[src/rtl/relu_row_sched.sv]
// Row-serial ReLU scheduler: fetches one row per pass step from an external buffer, clamps x<=0 to 0, streams rows out.
// Latency: start -> first rd_en 1 cycle, rd_en -> out_valid 2 cycles; 3 cycles per row plus downstream stall cycles.
// Backpressure: SEND holds out_data/out_row until out_ready; no new read is issued while a row is waiting downstream.
// Optional RELU_ROW_SCHED_ZCNT_EN builds a per-pass counter of clamped elements; otherwise zero_cnt is tied to 0.
module relu_row_sched #(
    parameter int  DATA_WIDTH    = 8,
    parameter int  MATRIX_SIZE_1 = 15,
    parameter int  MATRIX_SIZE_2 = 16,
    localparam int RW            = $clog2(MATRIX_SIZE_1),
    localparam int ZW            = $clog2(MATRIX_SIZE_1 * MATRIX_SIZE_2 + 1),
    localparam int ROW_W         = MATRIX_SIZE_2 * DATA_WIDTH
) (
    input  logic              clk,
    input  logic              rst_n,
    input  logic              start,
    input  logic              abort,
    output logic              busy,
    output logic              done,
    output logic              rd_en,
    output logic [RW-1:0]     rd_addr,
    input  logic [ROW_W-1:0]  rd_data,
    output logic              out_valid,
    input  logic              out_ready,
    output logic [RW-1:0]     out_row,
    output logic [ROW_W-1:0]  out_data,
    output logic [ZW-1:0]     zero_cnt
);

    typedef enum logic [2:0] {
        ST_IDLE,
        ST_FETCH,
        ST_WAIT,
        ST_SEND,
        ST_DONE
    } state_t;

    state_t                   state;
    state_t                   state_nxt;
    logic [RW-1:0]            row_cnt;
    logic                     last_row;
    logic                     start_ok;
    logic                     load_row;
    logic                     advance;
    logic [MATRIX_SIZE_2-1:0] pos_mask;
    logic [ROW_W-1:0]         relu_row;

    assign last_row  = (row_cnt == RW'(MATRIX_SIZE_1 - 1));
    // abort always wins over start, a pending row load, or a handshake
    assign start_ok  = (state == ST_IDLE) && start && !abort;
    assign load_row  = (state == ST_WAIT) && !abort;
    assign advance   = (state == ST_SEND) && out_ready && !abort && !last_row;

    assign busy      = (state != ST_IDLE);
    assign done      = (state == ST_DONE);
    assign rd_en     = (state == ST_FETCH);
    assign rd_addr   = row_cnt;
    assign out_valid = (state == ST_SEND);

    // Element is kept only when strictly positive: sign bit clear and not zero
    always_comb begin
        pos_mask = '0;
        relu_row = '0;
        for (int j = 0; j < MATRIX_SIZE_2; j++) begin
            pos_mask[j] = !rd_data[j*DATA_WIDTH + DATA_WIDTH - 1] &&
                          (rd_data[j*DATA_WIDTH +: DATA_WIDTH] != '0);
            if (pos_mask[j]) begin
                relu_row[j*DATA_WIDTH +: DATA_WIDTH] = rd_data[j*DATA_WIDTH +: DATA_WIDTH];
            end
        end
    end

    // State register
    always_ff @(posedge clk) begin
        if (!rst_n) begin
            state <= ST_IDLE;
        end else begin
            state <= state_nxt;
        end
    end

    // Next-state logic; abort returns to IDLE from any busy state without a done pulse
    always_comb begin
        state_nxt = state;
        case (state)
            ST_IDLE:  if (start_ok) state_nxt = ST_FETCH;
            ST_FETCH: state_nxt = abort ? ST_IDLE : ST_WAIT;
            ST_WAIT:  state_nxt = abort ? ST_IDLE : ST_SEND;
            ST_SEND: begin
                if (abort) begin
                    state_nxt = ST_IDLE;
                end else if (out_ready) begin
                    state_nxt = last_row ? ST_DONE : ST_FETCH;
                end
            end
            ST_DONE:  state_nxt = ST_IDLE;
            default:  state_nxt = ST_IDLE;
        endcase
    end

    // Row counter: cleared on accepted start, stepped on each non-final handshake
    always_ff @(posedge clk) begin
        if (!rst_n) begin
            row_cnt <= '0;
        end else if (start_ok) begin
            row_cnt <= '0;
        end else if (advance) begin
            row_cnt <= row_cnt + RW'(1);
        end
    end

    // Output row register, loaded from the buffer in the cycle its data is valid
    always_ff @(posedge clk) begin
        if (!rst_n) begin
            out_data <= '0;
            out_row  <= '0;
        end else if (load_row) begin
            out_data <= relu_row;
            out_row  <= row_cnt;
        end
    end

`ifdef RELU_ROW_SCHED_ZCNT_EN
    logic [ZW-1:0] row_zeros;

    // Number of clamped elements in the row currently on rd_data
    always_comb begin
        row_zeros = '0;
        for (int j = 0; j < MATRIX_SIZE_2; j++) begin
            if (!pos_mask[j]) begin
                row_zeros = row_zeros + ZW'(1);
            end
        end
    end

    // Pass-level clamp counter; the width covers a full matrix so it never wraps
    always_ff @(posedge clk) begin
        if (!rst_n) begin
            zero_cnt <= '0;
        end else if (start_ok) begin
            zero_cnt <= '0;
        end else if (load_row) begin
            zero_cnt <= zero_cnt + row_zeros;
        end
    end
`else
    assign zero_cnt = '0;
`endif

endmodule
[config.mk]
export PLATFORM = sky130hd
export DESIGN_NAME = relu_row_sched
export DESIGN_NICKNAME = d
export VERILOG_FILES = /design/src/rtl/relu_row_sched.sv
export SDC_FILE = /design/constraint.sdc
export NUM_CORES = 1
export LEC_CHECK = 0
export CORE_UTILIZATION = 43
export CTS_BUF_LIST = sky130_fd_sc_hd__clkbuf_16
export DETAILED_ROUTE_END_ITERATION = 16
export GPL_ROUTABILITY_DRIVEN = 0
export PLACE_DENSITY = 0.86
export SLEW_MARGIN = 10
export SYNTH_ARGS = -nofsm -noshare
export SYNTH_HDL_FRONTEND = slang
export SYNTH_SLANG_ARGS = --single-unit
[constraint.sdc]
create_clock -name clk -period 3.2 [get_ports clk]
set_clock_uncertainty 0.2 [all_clocks]
set_input_delay 0.64 -clock clk [delete_from_list [all_inputs] [get_ports clk]]
set_output_delay 0.64 -clock clk [all_outputs]
set_load 0.02 [all_outputs]
==> summary.txt <==
total gr overflow -> 0
Worst Hold Depth -> 2
Flop pwr share -> 0.432
Final Max Tran Viols -> 0
HP Class -> reg -> reg
crit path time final -> 2670 ps
Pwr Density -> 453 nW/um2
remaining antenna violation count after routing -> 0
Area Growth Syn to Fin -> 59.5%
Final Non-Filler Cells -> 1032
arrival time worst endpoint -> 1830 ps
reg2reg end -> out_data[83]$_SDFFE_PN0P_
Synth Instances -> 595
Comb pwr share -> 0.086
Filler cells -> 911
Hold-fix buffers, CTS -> 0
largest net degree at the start of global routing -> 84
vias in the first global route -> 5067
Slowest-stage cell, CP -> clkdlybuf4s50_1
reg2reg start -> state[1]$_SDFFE_PN0P_
Core ar. -> 12700 um2
Placed Cells -> 1001
Main synth FF type -> dfxtp_1
diode count -> 0
DIE AREA -> 13500 um2
Crit path max-delay family -> buffers and inverters
IO Port Bufs -> 272
clk_lat worst skew -> 410 ps
Yosys reg bits -> 139
H-tree levels -> 4
final wirelength -> 16300 um
gr usage total -> 0.236
Avg Synthesized Cell Area -> 9.46 um2
Seq/Total Area, Yosys -> 0.495
Slowest Stage Delay on Critical Path -> 650 ps
DRC violation count after routing -> 0
RSZ-0062 raised after global routing -> no
min-delay src -> out_data[5]$_SDFFE_PN0P_
Setup violations, final -> 0
Pleak -> 3.10 nW
DP Wirelength -> 11600 um
cell accounting for the most synthesized area -> dfxtp_1
Hold Path Sink -> out_data[5]$_SDFFE_PN0P_
total CTS buffers -> 17
CTS tree -> done
number of max-cap violations -> 0
Yosys Warn Count -> 0
drt pass-1 iters -> 4
CP Buf/Inv Count -> 1
relative slew slack -> 0.611
reg2reg setup slack -> 1200 ps
Fmax -> 0.374 GHz
fin crit share -> 0.835
Nets -> 983
Vias/cell -> 5.09
first-pass GRT wire length -> 24500 um
switching fraction of total power -> 0.202
routed len/inst -> 15.7 um
Synth area leaders -> dfxtp_1, nand3b_1, a21boi_0, nand2_1, a21boi_1
Final Util -> 0.708
Hold Violations, Final -> 0
CP Launch Point -> state[0]$_SDFFE_PN0P_
CP cell instances -> nor3b_1, clkdlybuf4s50_1
Reg clk slew, reported paths -> 50 ps
Ports -> 281
clock power share -> 0.482
result of the run -> complete, no violations
Root Buffer -> clkbuf_16
die span in y -> 116 um
top-area cell type share of the netlist area -> 0.495
Rows -> 41
initial core utilization -> 0.444
Slew @ Worst Pin -> 577 ps
VDD IR max -> 0.328 mV
count leader, synth -> dfxtp_1
crit path max fanout -> 11
Async S/R FF share, synth -> 0
Req. time, crit path -> 2360 ps
Worst Setup Start Kind -> register
cell count of the worst reg-to-reg path -> 5
initial antenna violation count -> 0
Crit Path Class -> reg -> out
total clock sinks -> 139
Post-synth EDFFs -> 0
top cells by count, synth -> dfxtp_1, nand2_1, nand3b_1
Iteration-0 DRC Markers -> 239
Die Width -> 116 um
crit end category -> primary output
post-CTS sizing -> 0
cell area after synthesis -> 5630 um2
post-CTS setup buffers -> 0
total number of vias -> 5255
CTS max path bufs -> 2
post-synthesis cell type count -> 35
Internal -> 0.00324 W
switching pwr -> 0.000822 W
setup TNS -> 0 ps
share of layout cells above drive strength 1 -> 0.0430
## worst min-delay path, stage by stage, from the launching register on
cell and delay (ps):
dfxtp_1 300, nand2_1 50, a21boi_1 50
## power by group through the flow
| stage | registers (W) | logic [W] | clock network (W) |
|---|---|---|---|
| finish | 0.00176 | 0.000349 | 0.00196 |
| global placement | 0.00179 | 0.000343 | 0 |
| floorplan | 0.00180 | 0.000125 | 0 |
| CTS | 0.00176 | 0.000351 | 0.00199 |
| detailed placement | 0.00179 | 0.000348 | 0 |
| global route | 0.00176 | 0.000372 | 0.00207 |
## flip-flops by register name (all words and copies together) (netlist names)
signal / flops
rd_addr: 4
state: 3
out_data: 128
out_row: 4
## cell usage in the layout, fill, tap and decap left out, types with 2 or more instances in the layout
cell,netlist,routed
dfxtp_1,139,139
clkinv_1,0,3
nor2_1,6,6
nand2b_1,2,2
nand4_1,2,2
buf_12,0,4
and3_1,18,18
nand3_1,2,2
clkinv_2,0,4
a21boi_1,51,51
nand2_1,122,122
buf_4,9,4
clkbuf_16,0,17
conb_1,1,8
o21ai_0,2,2
clkdlybuf4s50_1,0,271
bufinv_16,0,4
inv_1,1,4
ha_1,2,2
a21boi_0,65,65
nand3b_1,112,112
## worst max path at each step
stage / cells past startpoint / slack [ps] / endpoint
after global routing: 2 / 430 / rd_en
after detailed placement: 6 / 430 / out_data[99]$_SDFFE_PN0P_
final: 2 / 530 / rd_en
after global placement: 6 / 540 / out_data[69]$_SDFFE_PN0P_
after CTS: 2 / 520 / rd_en
after floorplan: 7 / 1240 / out_data[100]$_SDFFE_PN0P_
## through the flow
stage,hold WS (ps),area [um2],power [W],worst slack [ps]
after floorplan,319,5650,0.00193,1240
after global placement,236,8380,0.00213,538
after detailed placement,241,8380,0.00214,430
after CTS,248,8970,0.00410,522
after global routing,261,8970,0.00420,432
final,245,8970,0.00406,528
## layout make-up
cell class	count	area (um2)	area share
Clock inverter	14	163	0.0181
Timing Repair Buffer	279	2820	0.315
Multi-Input combinational cell	410	2560	0.285
Tap cell	172	215	0.0240
Sequential cell	139	2780	0.310
Inverter	1	3.75	0.000418
Clock buffer	17	425	0.0474
## kinds of logic after synthesis
logic type | share of synthesized area
compound gates | 0.161
xor+xnor | 0.00311
fa+ha+maj | 0.00445
buf+inv | 0.0560
flops | 0.495
mux | 0.00178
other cells | 0.000666
simple gates | 0.278
## routing by layer
layer  wire (um)  share of wire  GRT usage
met5           0              0          0
met4         486          0.030      0.122
met3        1430          0.088     0.0898
met2        8140           0.50      0.421
met1        6200           0.38      0.238
(Power assumes the default switching activity.)
